File: src/rtl/swc_ob_prio_scheduler.sv
`default_nettype none
// ============================================================================
// Module   : swc_ob_prio_scheduler
// Purpose  : Per-output-port priority scheduler for the switch core output
//            block. Watches the per-priority page queues of one output port
//            and picks the next queue whose packet goes to the source fabric.
//            Packets are sequenced one at a time:
//            select -> grant handshake -> wait for end of packet.
//            The policy is strict priority with a per-priority pause mask.
//            Anti-starvation is optional.
// Config   : SWC_SCHED_STARVE_EN - when defined, adds one 8-bit saturating
//            bypass counter per queue. A queue whose counter has reached
//            g_starve_limit is served ahead of strict priority.
// Ports    : clk_i          system clock
//            rst_i          synchronous, active-high reset
//            q_not_empty_i  per-queue "holds a complete packet" flags
//            pause_i        per-queue pause mask (paused = not eligible)
//            grant_valid_o  a queue is selected (registered)
//            grant_prio_o   index of the selected queue (registered)
//            grant_ack_i    output block accepted the grant
//            pck_done_i     1-cycle pulse, last word of the packet sent
//            busy_o         high while in GRANT or BUSY (registered)
// Revision : 1.0 - initial release
// ============================================================================
module swc_ob_prio_scheduler #(
    parameter int g_prio_num     = 8,
    parameter int g_prio_width   = 3,
    parameter int g_starve_limit = 15
) (
    input  logic                    clk_i,
    input  logic                    rst_i,
    input  logic [g_prio_num-1:0]   q_not_empty_i,
    input  logic [g_prio_num-1:0]   pause_i,
    output logic                    grant_valid_o,
    output logic [g_prio_width-1:0] grant_prio_o,
    input  logic                    grant_ack_i,
    input  logic                    pck_done_i,
    output logic                    busy_o
);

    typedef enum logic [1:0] {
        ST_IDLE  = 2'd0,
        ST_GRANT = 2'd1,
        ST_BUSY  = 2'd2
    } state_t;

    state_t                  state_q, state_d;
    logic                    grant_valid_q, grant_valid_d;
    logic [g_prio_width-1:0] grant_prio_q, grant_prio_d;
    logic                    busy_q, busy_d;

    logic [g_prio_num-1:0]   w_eligible;
    logic                    w_any_eligible;
    logic [g_prio_width-1:0] w_sel_strict;
    logic [g_prio_width-1:0] w_sel;
    // Pulses on the GRANT->BUSY transition (grant accepted).
    logic                    w_accept;

    assign w_eligible     = q_not_empty_i & ~pause_i;
    assign w_any_eligible = |w_eligible;

    // Highest eligible index; ascending scan so the last hit wins.
    always_comb begin
        w_sel_strict = '0;
        for (int p = 0; p < g_prio_num; p++) begin
            if (w_eligible[p]) begin
                w_sel_strict = g_prio_width'(p);
            end
        end
    end

`ifdef SWC_SCHED_STARVE_EN
    localparam logic [7:0] c_starve_limit = 8'(g_starve_limit);

    logic [7:0]              starve_q [g_prio_num];
    logic [7:0]              starve_d [g_prio_num];
    logic [g_prio_num-1:0]   w_starved;
    logic [g_prio_width-1:0] w_sel_starved;

    // A starved queue is one still eligible whose counter hit the limit;
    // the highest such queue overrides strict priority.
    always_comb begin
        w_sel_starved = '0;
        for (int p = 0; p < g_prio_num; p++) begin
            w_starved[p] = w_eligible[p] && (starve_q[p] == c_starve_limit);
            if (w_starved[p]) begin
                w_sel_starved = g_prio_width'(p);
            end
        end
    end

    assign w_sel = (|w_starved) ? w_sel_starved : w_sel_strict;

    // Counters move only when a grant is accepted. Bypassed queues that
    // were eligible (not paused, not empty) at that moment count up,
    // saturating at the limit; the served queue restarts from zero.
    always_comb begin
        for (int p = 0; p < g_prio_num; p++) begin
            starve_d[p] = starve_q[p];
            if (w_accept) begin
                if (g_prio_width'(p) == grant_prio_q) begin
                    starve_d[p] = 8'd0;
                end else if (w_eligible[p] && (starve_q[p] < c_starve_limit)) begin
                    starve_d[p] = starve_q[p] + 8'd1;
                end
            end
        end
    end

    always_ff @(posedge clk_i) begin
        if (rst_i) begin
            for (int p = 0; p < g_prio_num; p++) begin
                starve_q[p] <= 8'd0;
            end
        end else begin
            for (int p = 0; p < g_prio_num; p++) begin
                starve_q[p] <= starve_d[p];
            end
        end
    end
`else
    assign w_sel = w_sel_strict;
`endif

    // Next-state and registered-output logic.
    always_comb begin
        state_d       = state_q;
        grant_valid_d = grant_valid_q;
        grant_prio_d  = grant_prio_q;
        busy_d        = busy_q;
        w_accept      = 1'b0;

        case (state_q)
            ST_IDLE: begin
                if (w_any_eligible) begin
                    state_d       = ST_GRANT;
                    grant_prio_d  = w_sel;
                    grant_valid_d = 1'b1;
                    busy_d        = 1'b1;
                end
            end
            ST_GRANT: begin
                // Ack has precedence over loss of eligibility. A newly
                // eligible higher priority does not re-target the grant.
                if (grant_ack_i) begin
                    state_d       = ST_BUSY;
                    grant_valid_d = 1'b0;
                    w_accept      = 1'b1;
                end else if (!w_eligible[grant_prio_q]) begin
                    state_d       = ST_IDLE;
                    grant_valid_d = 1'b0;
                    busy_d        = 1'b0;
                end
            end
            ST_BUSY: begin
                // No preemption: queue/pause changes are ignored here.
                if (pck_done_i) begin
                    state_d = ST_IDLE;
                    busy_d  = 1'b0;
                end
            end
            default: begin
                state_d       = ST_IDLE;
                grant_valid_d = 1'b0;
                busy_d        = 1'b0;
            end
        endcase
    end

    always_ff @(posedge clk_i) begin
        if (rst_i) begin
            state_q       <= ST_IDLE;
            grant_valid_q <= 1'b0;
            grant_prio_q  <= '0;
            busy_q        <= 1'b0;
        end else begin
            state_q       <= state_d;
            grant_valid_q <= grant_valid_d;
            grant_prio_q  <= grant_prio_d;
            busy_q        <= busy_d;
        end
    end

    assign grant_valid_o = grant_valid_q;
    assign grant_prio_o  = grant_prio_q;
    assign busy_o        = busy_q;

endmodule
`default_nettype wire

File: config.mk
export PLATFORM = sky130hd
export DESIGN_NAME = swc_ob_prio_scheduler
export DESIGN_NICKNAME = d
export VERILOG_FILES = /design/src/rtl/swc_ob_prio_scheduler.sv
export SDC_FILE = /design/constraint.sdc
export NUM_CORES = 1
export LEC_CHECK = 0
export CORE_ASPECT_RATIO = 0.75
export CORE_MARGIN = 2
export CORE_UTILIZATION = 25
export DETAILED_ROUTE_END_ITERATION = 10
export GPL_TIMING_DRIVEN = 1
export PLACE_DENSITY = 0.59
export SYNTH_ARGS = -nofsm -noshare
export SYNTH_HDL_FRONTEND = slang
export SYNTH_SLANG_ARGS = --single-unit
File: constraint.sdc
create_clock -name clk_i -period 2 [get_ports clk_i]
set_input_delay 0.2 -clock clk_i [delete_from_list [all_inputs] [get_ports clk_i]]
set_output_delay 0.2 -clock clk_i [all_outputs]
set_load 0.1 [all_outputs]
==> results of run 1 <==
cell usage in the layout, fill, tap and decap left out, types with 4 or more instances in the layout:
master / synthesis / layout
buf_4: 1 / 6
clkdlybuf4s50_1: 0 / 19
dfxtp_1: 7 / 5
nand2b_4: 6 / 6
nor2_1: 4 / 4
power by group:
part           switching, W  internal, W  total (W)
clock network     0.0000486    0.0000759   0.000124
logic              0.000179     0.000116   0.000295
registers         0.0000254     0.000161   0.000187
worst max-delay path by stage:
stage / start / end / slack [ns]
after floorplan: grant_prio_o[0] / grant_valid_o / 0.12
after global placement: q_not_empty_i[7] / grant_valid_o / 0.1
after detailed placement: q_not_empty_i[2] / grant_valid_o / 0.06
after CTS: q_not_empty_i[2] / grant_valid_o / 0.32
after global routing: q_not_empty_i[7] / grant_valid_o / 0.25
final: q_not_empty_i[2] / grant_valid_o / 0.32
cells by family (layout without fill, tap and decap cells):
group           Yosys count  after routing
compound gates           13             13
buf+inv                   4             32
flops                     7              7
mux                       3              3
simple gates             27             27
critical path, delay by kind of cell:
kind	cells	cell delay, ns
AOI/OAI and AO/OA	1	0.27
muxes	2	0.66
and+or+nand+nor	2	0.18
buffers and inverters	1	0.52
final cells by class:
cell class	instances	area, sq um	share of cell area
multi-input cells	43	367	0.451
repair buffers	25	235	0.290
flip-flops and latches	7	143	0.176
well taps	24	30.0	0.0370
clock buffers	4	26.3	0.0324
inverters	3	11.3	0.0139
flip-flops by register name, indices dropped and copies added (netlist names):
register	flops
grant_prio_o	3
state_q	2
busy_o	1
grant_valid_o	1
through the flow:
step            util  power [W]  cell area (sq um)
5_1_grt        0.407   0.000640                812
3_3_place_gp   0.393   0.000485                786
6_report       0.407   0.000607                812
4_1_cts        0.407   0.000616                812
2_1_floorplan      -   0.000398                528
3_5_place_dp   0.393   0.000485                786
layer usage:
layer / global-route usage / share of wire
met5: 0 / 0
met4: 0.0140 / 0
met3: 0.0657 / 0.052
met2: 0.166 / 0.42
met1: 0.168 / 0.53
==> reports/results.ini, run 1 <==
[floorplan]
rows = 14
io_pins = 25
die_area_sq_um = 2490
floorplan.initialDensity = 0.263
fp.dieW_um = 56.9
fp.dieH_um = 43.7
placeableCoreArea_sq_um = 2000

[cts]
root_buffer = clkbuf_4
cts-resized-gates = 0
cts_buffers = 3
post-cts-setup-buffers = 0
path_clk_slew_ns = 0.05
clkLatencyLatePin_ns = 0.25
clock_path_buffers = 2
cts_hold_buf = 0
htreeDepth = 1
cts_tree = done
cts_sinks = 7

[route]
via_count = 479
routed_wl_um = 1220
dr.first_iter.drc_count = 8
vias_per_cell = 4.52
dr.pass1.iters = 4
drcViolationCount = 0
postRouteAntennaNets = 0
wl_per_cell_um = 11.5

[sta]
finalHoldViolations = 0
fin_crit_sh = 0.839
holdWs_ns = 0.467
relSlewSlack = 0.788
grt_setup_unrepaired = no
min_period_ns = 1.68
slew_viol_final = 0
fmaxAchievable_ghz = 0.596
setup_ws_ns = 0.322
finalSetupTns_ns = 0
tightest_slew_ns = 0.315
finClkSkew_ns = 0.00474
setup_viol = 0

[global_routing]
antenna_found_initial = 0
grt_pass1_wl_um = 2240
grt_util_all_layers = 0.119
grt_max_degree = 9
gr-total-overflow = 0
grt_pass1_vias = 519

[synthesis]
ys_top_cells_by_count = 7 x dfxtp_1, 6 x nand2b_4, 4 x nor2_1
yosysMostFrequentCell = dfxtp_1
yosysTopAreaCell = dfxtp_1
yosysUniqueCellTypes = 26
synth-adder-area-share = 0
synth.area.top_cells = dfxtp_1 27%, nand2b_4 16%, mux4_2 8.6%
ys_ff_latch = 7
yosysSeqAreaShare = 0.267
synth.top_cell.area_share = 0.267
ys_warn_count = 0
netlist_instances = 54
synth_edf_count = 0
syn_area_sq_um = 526
synth_compound_area_frac = 0.193
synth-xor-area-share = 0
synth_top_family_by_area = simple AND/OR/NAND/NOR gates
synthMuxAreaShare = 0.129
syn-num-nets = 74
synthFlopType = dfxtp_1
synthSimpleGateAreaFrac = 0.376
async_flop_share = 0
syn_area_per_cell_sq_um = 9.73

[worst_hold_path]
hp-start = grant_valid_o
whs_endpoint = grant_valid_o
worstHoldPathType = reg2reg
hold_path_depth = 2

[setup_path]
r2r_setup_slack_ns = 0.45
crit_type = in2reg
critPathLaunchType = input pin
cp.arrival_ns = 1.84
reg2reg_to = grant_valid_o
crit_required_ns = 2.16
cp-end-kind = register
rr_startpoint = grant_prio_o[0]
slowest_stage = clkdlybuf4s50_1
worstPathMaxFanout = 3
cp_cell_sequence = clkdlybuf4s50_1 -> nand2b_4 -> mux4_2 -> mux2i_4 -> nand3_2 -> a221oi_2
critical_path.max_stage_delay_ns = 0.52
worstRegToRegCells = 4

[placed_design]
post-place-ws_ns = 0.0612
numPortBuffers = 24
numPlacedInstances = 102
gp_congestion = 0.742
dp_hpwl_um = 1010

[power_and_ir_drop]
p_per_area_nw_per_um2 = 747
p_leak_nw = 0.325
peakVddDrop_uv = 285

[run_status]
status = finished, final reports clean

[layout]
antennaDiodeCount = 0
syn2layout_area_growth_pct = 54.5
fin_cells = 106
layout.nets = 103
fillCellCount = 219
layout-drive-gt1-share = 0.280

[run]
maxCapViolCount = 0

(Power assumes the default switching activity.)
==> inputs of run 2 (changes only) <==
==> constraint.sdc (replaced) <==
create_clock -name clk_i -period 1.56 [get_ports clk_i]
set_input_delay 0.156 -clock clk_i [delete_from_list [all_inputs] [get_ports clk_i]]
set_output_delay 0.156 -clock clk_i [all_outputs]
set_load 0.1 [all_outputs]
==> run 2 against run 1 <==
Net effect:
- critical path depth is the same
- total power up 45%
- highest routed layer unchanged
- largest power group unchanged
- register-to-register slack got worse by 0.40 ns
- sequential share of layout area shrank 2.4 points
==> reports/results.ini, run 2 (synthesis gave the netlist of run 1 again) <==
[run_status]
status = finished, final reports clean

[layout]
layout-drive-gt1-share = 0.409
fin_cells = 117
syn2layout_area_growth_pct = 83.6
fillCellCount = 205
largest_reg_flops = 3
most-common-layout-cells = 12 x dlygate4sd2_1, 12 x buf_4, 8 x nand2b_4
fin_area_sq_um = 965
layout.nets = 114
antennaDiodeCount = 0

[sta]
fmaxAchievable_ghz = 0.659
holdWs_ns = 0.511
finalSetupTns_ns = 0
relSlewSlack = 0.777
grt_setup_unrepaired = yes
min_period_ns = 1.52
setup_viol = 0
finalHoldViolations = 0
fin_crit_sh = 0.972
finClkSkew_ns = 0.00751
slew_viol_final = 0
tightest_slew_ns = 0.331

[setup_path]
rr_startpoint = grant_prio_o[0]
critPathLaunchType = input pin
worstPathMaxFanout = 2
reg2reg_to = grant_valid_o
r2r_setup_slack_ns = 0.05
crit_required_ns = 1.74
cp.arrival_ns = 1.69
worstRegToRegCells = 4
cp-end-kind = register
crit_type = in2reg

[global_routing]
grt_pass1_wl_um = 2280
grt_pass1_vias = 539
grt_util_all_layers = 0.120
gr-total-overflow = 0
antenna_found_initial = 0
grt_max_degree = 9

[run]
maxCapViolCount = 0

[power_and_ir_drop]
p_per_area_nw_per_um2 = 912
power.total_w = 0.000880
peakVddDrop_uv = 410
p_leak_nw = 0.434

[floorplan]
io_pins = 25
floorplan.initialDensity = 0.263
placeableCoreArea_sq_um = 2000
fp.dieH_um = 43.7
die_area_sq_um = 2490
rows = 14
fp.dieW_um = 56.9

[worst_hold_path]
worstHoldPathType = reg2reg
whs_endpoint = grant_valid_o
hp-start = grant_valid_o
hold_path_depth = 2

[route]
drcViolationCount = 0
via_count = 543
postRouteAntennaNets = 0
routed_wl_um = 1350
vias_per_cell = 4.64
dr.first_iter.drc_count = 3
wl_per_cell_um = 11.6
dr.pass1.iters = 4

[cts]
cts_buffers = 3
cts_hold_buf = 0
root_buffer = clkbuf_4
clkLatencyLatePin_ns = 0.26
htreeDepth = 1
path_clk_slew_ns = 0.06
cts_sinks = 7
clock_path_buffers = 2
cts_tree = done

[placed_design]
gp_congestion = 0.813
place_area_sq_um = 912
numPortBuffers = 24
numPlacedInstances = 110
dp_hpwl_um = 1140

-- run 2: cell types whose count changed in the layout (fill, tap and decap cells not counted), sizes merged --
| cell | delta |
|---|---|
| clkinv | +1 |
| buf | +11 |
| clkdlybuf4s50 | -13 |
| dlygate4sd2 | +12 |
| dlymetal6s2s | +1 |
| clkbuf | -1 |
-- run 2: report_power, final --
group	internal (W)	leakage, nW	switching [W]
logic	0.000217	0.357	0.000243
registers	0.000207	0.0593	0.0000420
clock network	0.0000942	0.0177	0.0000771
total	0.000518	0.434	0.000362
-- run 2: worst max-delay path, cell delays in order --
cell             delay, ns
clkdlybuf4s50_1       0.40
nand2b_4              0.14
mux4_2                0.47
mux2i_4               0.17
nand3_2               0.10
a221oi_2              0.25
-- run 2: how the worst max path moves through the flow --
| stage | start | endpoint | slack [ns] | depth (start not counted) |
|---|---|---|---|---|
| finish | pause_i[1] | grant_valid_o | 0.04 | 6 |
| global route | grant_prio_o[0] | state_q[0] | -0.03 | 4 |
| CTS | pause_i[3] | grant_valid_o | 0.007 | 6 |
| detailed placement | q_not_empty_i[7] | grant_valid_o | -0.31 | 6 |
| global placement | q_not_empty_i[7] | grant_valid_o | -0.29 | 6 |
| floorplan | grant_prio_o[0] | grant_valid_o | -0.11 | 4 |
-- run 2: metal layers --
| metal | share of wire | global-route usage | wire (um) | up-vias |
|---|---|---|---|---|
| li1 | - | - | - | 277 |
| met1 | 0.47 | 0.150 | 634 | 259 |
| met2 | 0.49 | 0.198 | 662 | 7 |
| met3 | 0.041 | 0.0537 | 56 | 0 |
| met4 | 0 | 0.0140 | 0 | 0 |
| met5 | 0 | 0 | 0 | - |
-- run 2: layout make-up --
class	count	area [sq um]	share of cell area
clock buffer	3	22.5	0.0233
tap	24	30.0	0.0311
inverter	3	11.3	0.0117
multi-input combinational	43	382	0.396
timing repair buffer	36	368	0.381
sequential	7	146	0.152
clock inverter	1	5.00	0.00519
-- run 2: stage by stage --
stage / utilization / setup slack, ns
2_1_floorplan: - / -0.111
3_3_place_gp: 0.457 / -0.294
3_5_place_dp: 0.457 / -0.310
4_1_cts: 0.482 / 0.00734
5_1_grt: 0.483 / -0.0338
6_report: 0.483 / 0.0434
-- run 2: repair_timing --
item,in CTS,in global routing
resized for setup,14,1
hold endpoints to repair,0,0
buffers inserted,3,0
pin swaps,1,1
endpoints found under the setup margin,2,2
gates cloned,0,0
==> inputs of run 3 (changes only) <==
--- a/config.mk
+++ b/config.mk
@@ -5,12 +5,13 @@
 export SDC_FILE = /design/constraint.sdc
 export NUM_CORES = 1
 export LEC_CHECK = 0
-export CORE_ASPECT_RATIO = 0.75
+export ABC_AREA = 1
+export CAP_MARGIN = 20
 export CORE_MARGIN = 2
-export CORE_UTILIZATION = 25
+export CORE_UTILIZATION = 37
 export DETAILED_ROUTE_END_ITERATION = 10
 export GPL_TIMING_DRIVEN = 1
-export PLACE_DENSITY = 0.59
+export PLACE_DENSITY = 0.8
 export SYNTH_ARGS = -nofsm -noshare
 export SYNTH_HDL_FRONTEND = slang
 export SYNTH_SLANG_ARGS = --single-unit
==> run 3 against run 2 <==
Net effect:
- hold slack better by 0.0047 ns
- area after synthesis down 6.7%
- final cell count increased by 16%
- clock skew decreased by 0.0049 ns
- final area decreased by 11%
- combinational power is 5.2% lower
- critical path depth increased by 6
- setup slack better by 0.19 ns
==> reports/results.ini, run 3 <==
[sta]
setup_viol = 0
slew_viol_final = 0
fin_crit_sh = 0.849
finClkSkew_ns = 0.00261
grt_setup_unrepaired = no
setup_ws_ns = 0.236
finalHoldViolations = 0
tightest_slew_ns = 0.238
fmaxAchievable_ghz = 0.755
relSlewSlack = 0.839
finalSetupTns_ns = 0
min_period_ns = 1.32

[power_and_ir_drop]
peakVddDrop_uv = 723
power.total_w = 0.000842
p_leak_nw = 0.453
p_per_area_nw_per_um2 = 978

[global_routing]
grt_util_all_layers = 0.221
grt_max_degree = 8
antenna_found_initial = 0
grt_pass1_wl_um = 2390
gr-total-overflow = 0
grt_pass1_vias = 616

[run_status]
status = finished, final reports clean

[setup_path]
cp_cell_sequence = clkdlybuf4s50_1 -> nand2_1 -> nand2_1 -> nor2_1 -> nand2_1 -> nand2_1 -> nand2_1 -> nand2_1 -> a21oi_1 -> nand2_1 -> nand2_1 -> nor2_1
worstPathMaxFanout = 2
r2r_setup_slack_ns = 0.29
cp.arrival_ns = 1.47
cp_top_family = simple AND/OR/NAND/NOR gates
crit_start = q_not_empty_i[5]
cp_num_cells = 12
cp-end-kind = register
rr_startpoint = grant_prio_o[0]
worstPathBufferInverterCount = 1
crit_type = in2reg
worstRegToRegCells = 9
critical_path.max_stage_delay_ns = 0.49
critPathLaunchType = input pin
crit_path_end = busy_o
crit_required_ns = 1.71
slowest_stage = clkdlybuf4s50_1
cp_common_cell = nand2_1
reg2reg_to = busy_o

[synthesis]
synth_edf_count = 0
synthFlopType = dfxtp_1
async_flop_share = 0
ys_top_cells_by_count = 35 x nand2_1, 16 x inv_1, 9 x nand3_1
yosysSeqAreaShare = 0.286
yosysMostFrequentCell = nand2_1
synth.top_cell.area_share = 0.286
ys_warn_count = 0
syn_area_per_cell_sq_um = 5.51
yosysTopAreaCell = dfxtp_1
ys_ff_latch = 7
netlist_instances = 89
syn_area_sq_um = 490
yosysUniqueCellTypes = 11
syn-num-nets = 109
synth.area.top_cells = dfxtp_1 29%, nand2_1 27%, inv_1 12%

[layout]
layout.nets = 142
layout_commonest_cell = nand2_1
largest_reg_flops = 3
most-common-layout-cells = 35 x nand2_1, 19 x clkdlybuf4s50_1, 16 x inv_1
syn2layout_area_growth_pct = 75.5
layout-drive-gt1-share = 0.149
fin_cells = 136
antennaDiodeCount = 0

[cts]
cts-resized-gates = 0
htreeDepth = 1
path_clk_slew_ns = 0.05
post-cts-setup-buffers = 0
cts_tree = done
cts_buffers = 3
clkLatencyLatePin_ns = 0.25
cts_hold_buf = 0
cts_sinks = 7
root_buffer = clkbuf_4
clock_path_buffers = 2

[run]
maxCapViolCount = 0

[route]
via_count = 664
routed_wl_um = 1500
vias_per_cell = 4.88
postRouteAntennaNets = 0
drcViolationCount = 0
wl_per_cell_um = 11.0
dr.pass1.iters = 4
dr.first_iter.drc_count = 5

[placed_design]
gp_congestion = 0.805
numPlacedInstances = 132
numPortBuffers = 24
post-place-ws_ns = -0.0210
dp_hpwl_um = 1310

[floorplan]
fp.dieH_um = 40.4
floorplan.initialDensity = 0.387
io_pins = 25
die_area_sq_um = 1630
fp.dieW_um = 40.4
placeableCoreArea_sq_um = 1270
rows = 13

[worst_hold_path]
worstHoldPathType = reg2reg
hold_path_depth = 2

==> run 3: cell count changes after synthesis, moves of 3 or more <==
cell / previous run / this run
a21oi_1: 3 / 8
nand3_1: 1 / 9
inv_1: 3 / 16
nand4_1: 3 / 0
nand2_1: 3 / 35
nand2b_1: 3 / 0
nand2b_4: 6 / 0
==> run 3: layout make-up <==
cell class | instances | area (sq um)
Timing Repair Buffer | 28 | 320
Inverter | 17 | 63.8
Clock buffer | 3 | 22.5
Fill cell | 118 | 408
Tap cell | 15 | 18.8
Clock inverter | 1 | 5.00
Multi-Input combinational cell | 65 | 287
Sequential cell | 7 | 144
==> run 3: how the worst min path moves through the flow <==
stage                              from              end  slack [ns]
after floorplan                   rst_i  grant_prio_o[2]        0.22
after global placement    grant_valid_o    grant_valid_o        0.49
after detailed placement     state_q[1]       state_q[1]        0.51
after CTS                    state_q[1]       state_q[1]        0.52
after global routing         state_q[1]       state_q[1]        0.54
final                        state_q[1]       state_q[1]        0.52
==> run 3: per-stage QoR <==
step,utilization,cell area (sq um),hold slack (ns)
2_1_floorplan,-,494,0.218
5_1_grt,0.679,861,0.536
3_3_place_gp,0.657,833,0.490
4_1_cts,0.679,861,0.517
3_5_place_dp,0.657,833,0.509
6_report,0.679,861,0.515
==> run 3: kinds of logic after synthesis <==
| family | count (synthesis) | share of synthesized area |
|---|---|---|
| DFF | 7 | 0.286 |
| and+or+nand+nor | 52 | 0.446 |
| buffers and inverters | 17 | 0.130 |
| AOI/OAI and AO/OA | 13 | 0.138 |
==> run 3: where the power goes <==
| group | total, W | switching [W] | internal [W] |
|---|---|---|---|
| sequential | 0.000246 | 0.0000384 | 0.000207 |
| combinational | 0.000436 | 0.000258 | 0.000179 |
| clock | 0.000160 | 0.0000664 | 0.0000935 |
| total | 0.000842 | 0.000362 | 0.000479 |
==> run 3: tightest hold or removal path, stage by stage (launching register included) <==
cell and delay (ns):
dfxtp_1 0.34, nand2_1 0.07, a21oi_1 0.05
==> run 3: metal layers <==
metal	global-route usage	routed length [um]	vias to the layer above	share of wire
met5	0	0	-	0
met4	0.0917	27	0	0.018
met3	0.0167	69	4	0.046
met2	0.417	808	25	0.54
met1	0.249	596	290	0.40
li1	-	-	345	-
